==> config.mk <==
export PLATFORM = sky130hd
export DESIGN_NAME = alu_op_scheduler
export DESIGN_NICKNAME = d
export VERILOG_FILES = /design/src/rtl/alu_ctrl_pkg.sv /design/src/rtl/rr_arbiter2.sv /design/src/rtl/alu_op_scheduler.sv
export SDC_FILE = /design/constraint.sdc
export NUM_CORES = 1
export LEC_CHECK = 0
export BUFFER_PORTS_ARGS = -buffer_cell sky130_fd_sc_hd__buf_2
export CAP_MARGIN = 20
export CORE_MARGIN = 5
export CORE_UTILIZATION = 40
export DETAILED_ROUTE_END_ITERATION = 10
export PLACE_DENSITY = 0.8
export SLEW_MARGIN = 15
export SYNTH_ARGS = -nofsm -noshare
export SYNTH_HDL_FRONTEND = slang
export SYNTH_SLANG_ARGS = --single-unit
==> constraint.sdc <==
create_clock -name clk -period 1.86 [get_ports clk]
set_input_delay 0.558 -clock clk [delete_from_list [all_inputs] [get_ports clk]]
set_output_delay 0.558 -clock clk [all_outputs]
set_load 0.05 [all_outputs]
==> src/rtl/alu_ctrl_pkg.sv <==
// Shared definitions for the two-requester ALU scheduler: controller states,
// the opcode map understood by the attached ALU, and flag bit positions.
package alu_ctrl_pkg;

    typedef enum logic [1:0] {
        IDLE = 2'd0,
        WAIT = 2'd1,
        RESP = 2'd2
    } state_t;

    localparam logic [3:0] OP_ADD   = 4'd0;
    localparam logic [3:0] OP_SUB   = 4'd1;
    localparam logic [3:0] OP_AND   = 4'd2;
    localparam logic [3:0] OP_OR    = 4'd3;
    localparam logic [3:0] OP_XOR   = 4'd4;
    localparam logic [3:0] OP_PASSA = 4'd5;
    localparam logic [3:0] OP_PASSB = 4'd6;
    localparam logic [3:0] OP_SHL   = 4'd7;
    localparam logic [3:0] OP_SHR   = 4'd8;
    localparam logic [3:0] OP_NOT   = 4'd9;

    localparam int FLAG_C = 3;
    localparam int FLAG_N = 2;
    localparam int FLAG_V = 1;
    localparam int FLAG_Z = 0;

    // Turns a requester index into its one-hot bit in a 2-bit vector.
    function automatic logic [1:0] onehot2(input logic idx);
        return idx ? 2'b10 : 2'b01;
    endfunction

endpackage

==> src/rtl/rr_arbiter2.sv <==
// Two-way round-robin grant. A lone request always wins; when both requesters
// ask at once, the one that was not served last gets the grant.
module rr_arbiter2 (
    input  logic [1:0] req_valid,
    input  logic       last,
    output logic [1:0] grant
);

    // Pure combinational grant selection; one-hot or zero.
    always_comb begin
        grant = 2'b00;
        case (req_valid)
            2'b01:   grant = 2'b01;
            2'b10:   grant = 2'b10;
            2'b11:   grant = last ? 2'b01 : 2'b10;
            default: grant = 2'b00;
        endcase
    end

endmodule

==> src/rtl/alu_op_scheduler.sv <==
// Shares one registered, fixed-latency ALU between two requesters. One
// operation is in flight at a time; its result and flags are returned to the
// requester that issued it over a valid/ready response channel.
module alu_op_scheduler
    import alu_ctrl_pkg::*;
#(
    parameter int W       = 8,
    parameter int ALU_LAT = 2,
    parameter int NUM_OPS = 10
) (
    input  logic           clk,
    input  logic           reset,
    input  logic [1:0]     req_valid,
    output logic [1:0]     req_ready,
    input  logic [2*W-1:0] req_a,
    input  logic [2*W-1:0] req_b,
    input  logic [7:0]     req_op,
    output logic [1:0]     rsp_valid,
    input  logic [1:0]     rsp_ready,
    output logic [W-1:0]   rsp_data,
    output logic [3:0]     rsp_flags,
    output logic           rsp_err,
    output logic           busy,
    output logic [W-1:0]   alu_a,
    output logic [W-1:0]   alu_b,
    output logic [3:0]     alu_op,
    input  logic [W-1:0]   alu_result,
    input  logic [3:0]     alu_flags
);

    state_t       state;
    state_t       state_next;
    logic [3:0]   cnt;
    logic         owner;
    logic         last;
    logic         err_pending;
    logic [1:0]   grant;
    logic         accept;
    logic         sel;
    logic [W-1:0] sel_a;
    logic [W-1:0] sel_b;
    logic [3:0]   sel_op;
    logic         op_ok;

    rr_arbiter2 u_arb (
        .req_valid (req_valid),
        .last      (last),
        .grant     (grant)
    );

    // Request-side view: grant is only offered while idle, and the winner's
    // operands are steered out for loading on the accept edge.
    always_comb begin
        req_ready = (state == IDLE) ? grant : 2'b00;
        accept    = |(req_valid & req_ready);
        sel       = grant[1];
        sel_a     = sel ? req_a[2*W-1:W] : req_a[W-1:0];
        sel_b     = sel ? req_b[2*W-1:W] : req_b[W-1:0];
        sel_op    = sel ? req_op[7:4] : req_op[3:0];
        op_ok     = {1'b0, sel_op} < 5'(NUM_OPS);
        busy      = (state != IDLE);
        rsp_valid = (state == RESP) ? onehot2(owner) : 2'b00;
    end

    // Next-state selection; rejected opcodes pass through WAIT with a zero count.
    always_comb begin
        state_next = state;
        case (state)
            IDLE:    if (accept) state_next = WAIT;
            WAIT:    if (cnt == 4'd0) state_next = RESP;
            RESP:    if (rsp_ready[owner]) state_next = IDLE;
            default: state_next = IDLE;
        endcase
    end

    // State register.
    always_ff @(posedge clk or negedge reset) begin
        if (!reset) state <= IDLE;
        else        state <= state_next;
    end

    // Operand, countdown, ownership and response capture registers.
    always_ff @(posedge clk or negedge reset) begin
        if (!reset) begin
            cnt         <= 4'd0;
            owner       <= 1'b0;
            last        <= 1'b1;
            err_pending <= 1'b0;
            alu_a       <= '0;
            alu_b       <= '0;
            alu_op      <= 4'd0;
            rsp_data    <= '0;
            rsp_flags   <= 4'd0;
            rsp_err     <= 1'b0;
        end else begin
            case (state)
                IDLE: begin
                    if (accept) begin
                        owner <= sel;
                        if (op_ok) begin
                            alu_a       <= sel_a;
                            alu_b       <= sel_b;
                            alu_op      <= sel_op;
                            cnt         <= 4'(ALU_LAT);
                            err_pending <= 1'b0;
                        end else begin
                            cnt         <= 4'd0;
                            err_pending <= 1'b1;
                        end
                    end
                end
                WAIT: begin
                    if (cnt == 4'd0) begin
                        rsp_data  <= err_pending ? '0 : alu_result;
                        rsp_flags <= err_pending ? 4'd0 : alu_flags;
                        rsp_err   <= err_pending;
                    end else begin
                        cnt <= cnt - 4'd1;
                    end
                end
                RESP: begin
                    if (rsp_ready[owner]) last <= owner;
                end
                default: begin
                    cnt <= 4'd0;
                end
            endcase
        end
    end

endmodule

==> run_results.csv <==
group,metric,value,unit
setup_path,critPathKind,"reg -> out",
clock_network,htreeDepth,2,
clock_network,hold_buffers,0,
yosys,synth_top_family_by_area,"compound AO/OA/AOI/OAI gates",
global_route,gr-usage-met2,0.272,
clock_network,cts_buffer_depth,2,
sta,fin_crit_sh,0.985,
worst_hold_path,hold_path_class,"in -> async",
sta,maxSlewHeadroom,0.702,
floorplan,die-width,80.1,um
sta,clock_skew,0.0135,ns
setup_path,crit_path_end_kind,"primary output",
finish,drive_gt1_frac,0.438,
yosys,yosysUniqueCellTypes,35,
global_route,met1_usage,0.187,
yosys,synth_area,0.00197,sq mm
place,pre_cts_ws,-0.0427,ns
place,detailedPlacementHpwl,3960,um
yosys,synth_compound_area_frac,0.221,
setup_path,path_max_fanout,6,
run,cap_violations,0,
yosys,synth-simple-area-share,0.153,
floorplan,start_util,0.414,
global_route,antenna_found_initial,0,
sta,drv_slew,0,
finish,antenna_cells,0,
finish,final_cell_area,0.00273,sq mm
yosys,synth.area.mux_share,0.0115,
drt,ant_nets,0,
drt,dr.first_iter.drc_count,41,
global_route,grt_pass1_vias,1746,
yosys,yosysWarnings,0,
drt,vias,1821,
setup_path,cpPeakStageDelay,0.44,ns
floorplan,die_y,80.1,um
setup_path,critical-path-top-delay-family,"flip-flops",
drt,drc,0,
finish,final-seq-area,0.00105,sq mm
floorplan,placementRows,25,
yosys,synthFlopType,"dfrtp_1",
setup_path,cp-start-kind,"register",
setup_path,critical_path_required,1.30,ns
drt,finalWirelength,4980,um
yosys,ys_ff_latch,42,
global_route,grt_util_all_layers,0.156,
drt,avgRoutedWirePerCell,13.3,um
sta,final-hold-violation-count,0,
floorplan,io_pins,96,
place,place_area,0.00259,sq mm
place,place_inst,367,
drt,dr.pass1.iters,4,
sta,post-route-worst-setup-slack,0.0274,ns
global_route,grt_max_degree,25,
sta,rsz0062_at_grt,"true",
sta,layout_min_cycle_time,1.83,ns
drt,avgViaCountPerCell,4.86,
sta,max_freq,546,MHz
finish,layout.nets,367,
floorplan,core-area,0.00475,sq mm
finish,area_growth,38.8,%
setup_path,crit_path_top_delay_cell,"dfrtp_2",
sta,setup_viol,0,
clock_network,cts_tree,"yes",
place,gp_congestion,0.785,
power_and_ir_drop,design_power_total,5.00,mW
yosys,syn_area_per_cell,9.74,sq um
setup_path,cp_cell_sequence,"nor2_4 -> o21ai_2 -> nor2_2 -> buf_6",
clock_network,cts.sinks,42,
yosys,synthCells,202,
sta,fin_hold_ws,0.199,ns
place,io_buffers,95,
yosys,synthAdderAreaFrac,0.0127,
global_route,grt_use_met3,0.0482,
clock_network,cts_inserted_buffers,5,
clock_network,clkTransAtPathRegs,0.08,ns
finish,instances_no_fill,375,
run_status,status,"finished clean",
yosys,seq_area_frac_synth,0.535,
power_and_ir_drop,vdd_drop_max,0.756,mV
yosys,synth_xor_area_frac,0,
clock_network,clkLatencyLatePin,0.29,ns
global_route,gr-total-overflow,0,
finish,multi_input_area,798,sq um
power_and_ir_drop,p_leak,1.40,nW
yosys,ys_async_sr_fraction,1.00,
setup_path,reg2reg_from,"cnt[1]$_DFFE_PN0P_",
yosys,syn-num-nets,262,
yosys,synth_edf_count,0,
global_route,grt_pass1_wl,7950,um
clock_network,cts_root_buf,"clkbuf_8",
setup_path,cp_num_buf_inv,1,
setup_path,arrival,1.27,ns
power_and_ir_drop,pwr_density_cell,1830,mW/mm^2
global_route,grt_busiest_layer,"met2",
sta,worstMarginPinSlew,0.446,ns
finish,fillers,435,
setup_path,crit_start,"state[0]$_DFFE_PN0P_",
floorplan,die_area,0.00642,sq mm
Yosys cell counts (2+ instances only):
library cell	count	share of area
a21oi_2	5	0.022
and2b_1	2	0.0076
o22ai_1	19	0.060
nand4b_2	2	0.015
mux2_2	2	0.011
nand2_1	16	0.031
o211ai_1	2	0.0076
nor2_1	10	0.019
clkbuf_1	4	0.0076
ha_1	2	0.013
a21oi_1	19	0.048
o21ai_0	19	0.048
inv_1	24	0.046
dfrtp_1	41	0.52
nand2b_1	14	0.045
buf_6	2	0.011
layout by cell type (no fill, tap or decap), types with 2 or more instances in the layout:
master and count:
clkbuf_8 5, buf_4 9, nand2b_1 14, o211ai_1 2, buf_12 2, nand2_1 15, ha_1 2, nor2_2 2
and2b_1 2, o21ai_0 19, mux2_2 2, inv_1 24, nor2_1 8, dfrtp_2 2, a21oi_1 19, buf_6 2
o22ai_1 19, dfrtp_1 39, nand4b_2 2, buf_2 91, a21oi_2 5
stage by stage:
| step | util | TNS [ns] |
|---|---|---|
| floorplan | - | 0 |
| global placement | 0.544 | -0.473 |
| detailed placement | 0.544 | -0.113 |
| CTS | 0.570 | -0.0152 |
| global route | 0.574 | -0.0159 |
| finish | 0.574 | 0 |
final timing paths:
check / end / slack [ns] / cells past startpoint
min in group clk: rsp_data[3]$_DFFE_PN0P_ / 0.48 / 2
max in group asynchronous: last$_DFFE_PN1P_ / 1.10 / 2
max: req_ready[0] / 0.03 / 4
min reg2reg: rsp_data[3]$_DFFE_PN0P_ / 0.48 / 2
max reg2reg: cnt[1]$_DFFE_PN0P_ / 0.21 / 5
min: rsp_err$_DFFE_PN0P_ / 0.20 / 1
area by class of cell:
class                   count  area share
clock buffers               6      0.0266
clock inverters             2      0.0137
inverters                  24      0.0330
multi-input cells         129       0.292
flip-flops and latches     42       0.386
well taps                  67      0.0307
repair buffers            105       0.217
per-layer routing:
metal  wire length [um]  up-vias  share of wire
li1                   -      902              -
met1               2090      844           0.42
met2               2420       68           0.49
met3                412        7          0.083
met4                 52        0          0.010
met5                  0        -              0
sequential cells by signal (all words and copies together) (netlist names):
| name | count |
|---|---|
| alu_op | 4 |
| rsp_err | 1 |
| owner | 1 |
| alu_b | 8 |
| err_pending | 1 |
| rsp_data | 8 |
| alu_a | 8 |
| last | 1 |
| state | 2 |
| cnt | 4 |
| rsp_flags | 4 |
repair_timing:
action,in CTS,in global routing
resized for setup,4,7
setup buffers,0,0
endpoints found under the setup margin,3,17
pin swaps,0,1
where the power goes:
| group | leakage [nW] | switching (mW) | internal, mW |
|---|---|---|---|
| clock | 0.0514 | 0.300 | 0.400 |
| combinational | 0.861 | 1.93 | 0.814 |
| sequential | 0.491 | 0.253 | 1.30 |
kinds of logic (layout without fill, tap and decap cells):
group / count (synthesis) / count (layout)
fa+ha+maj: 2 / 2
buf+inv: 31 / 137
flops: 42 / 42
compound gates: 72 / 72
simple gates: 53 / 53
mux: 2 / 2
Note: power is estimated with default switching activity, not from simulation.
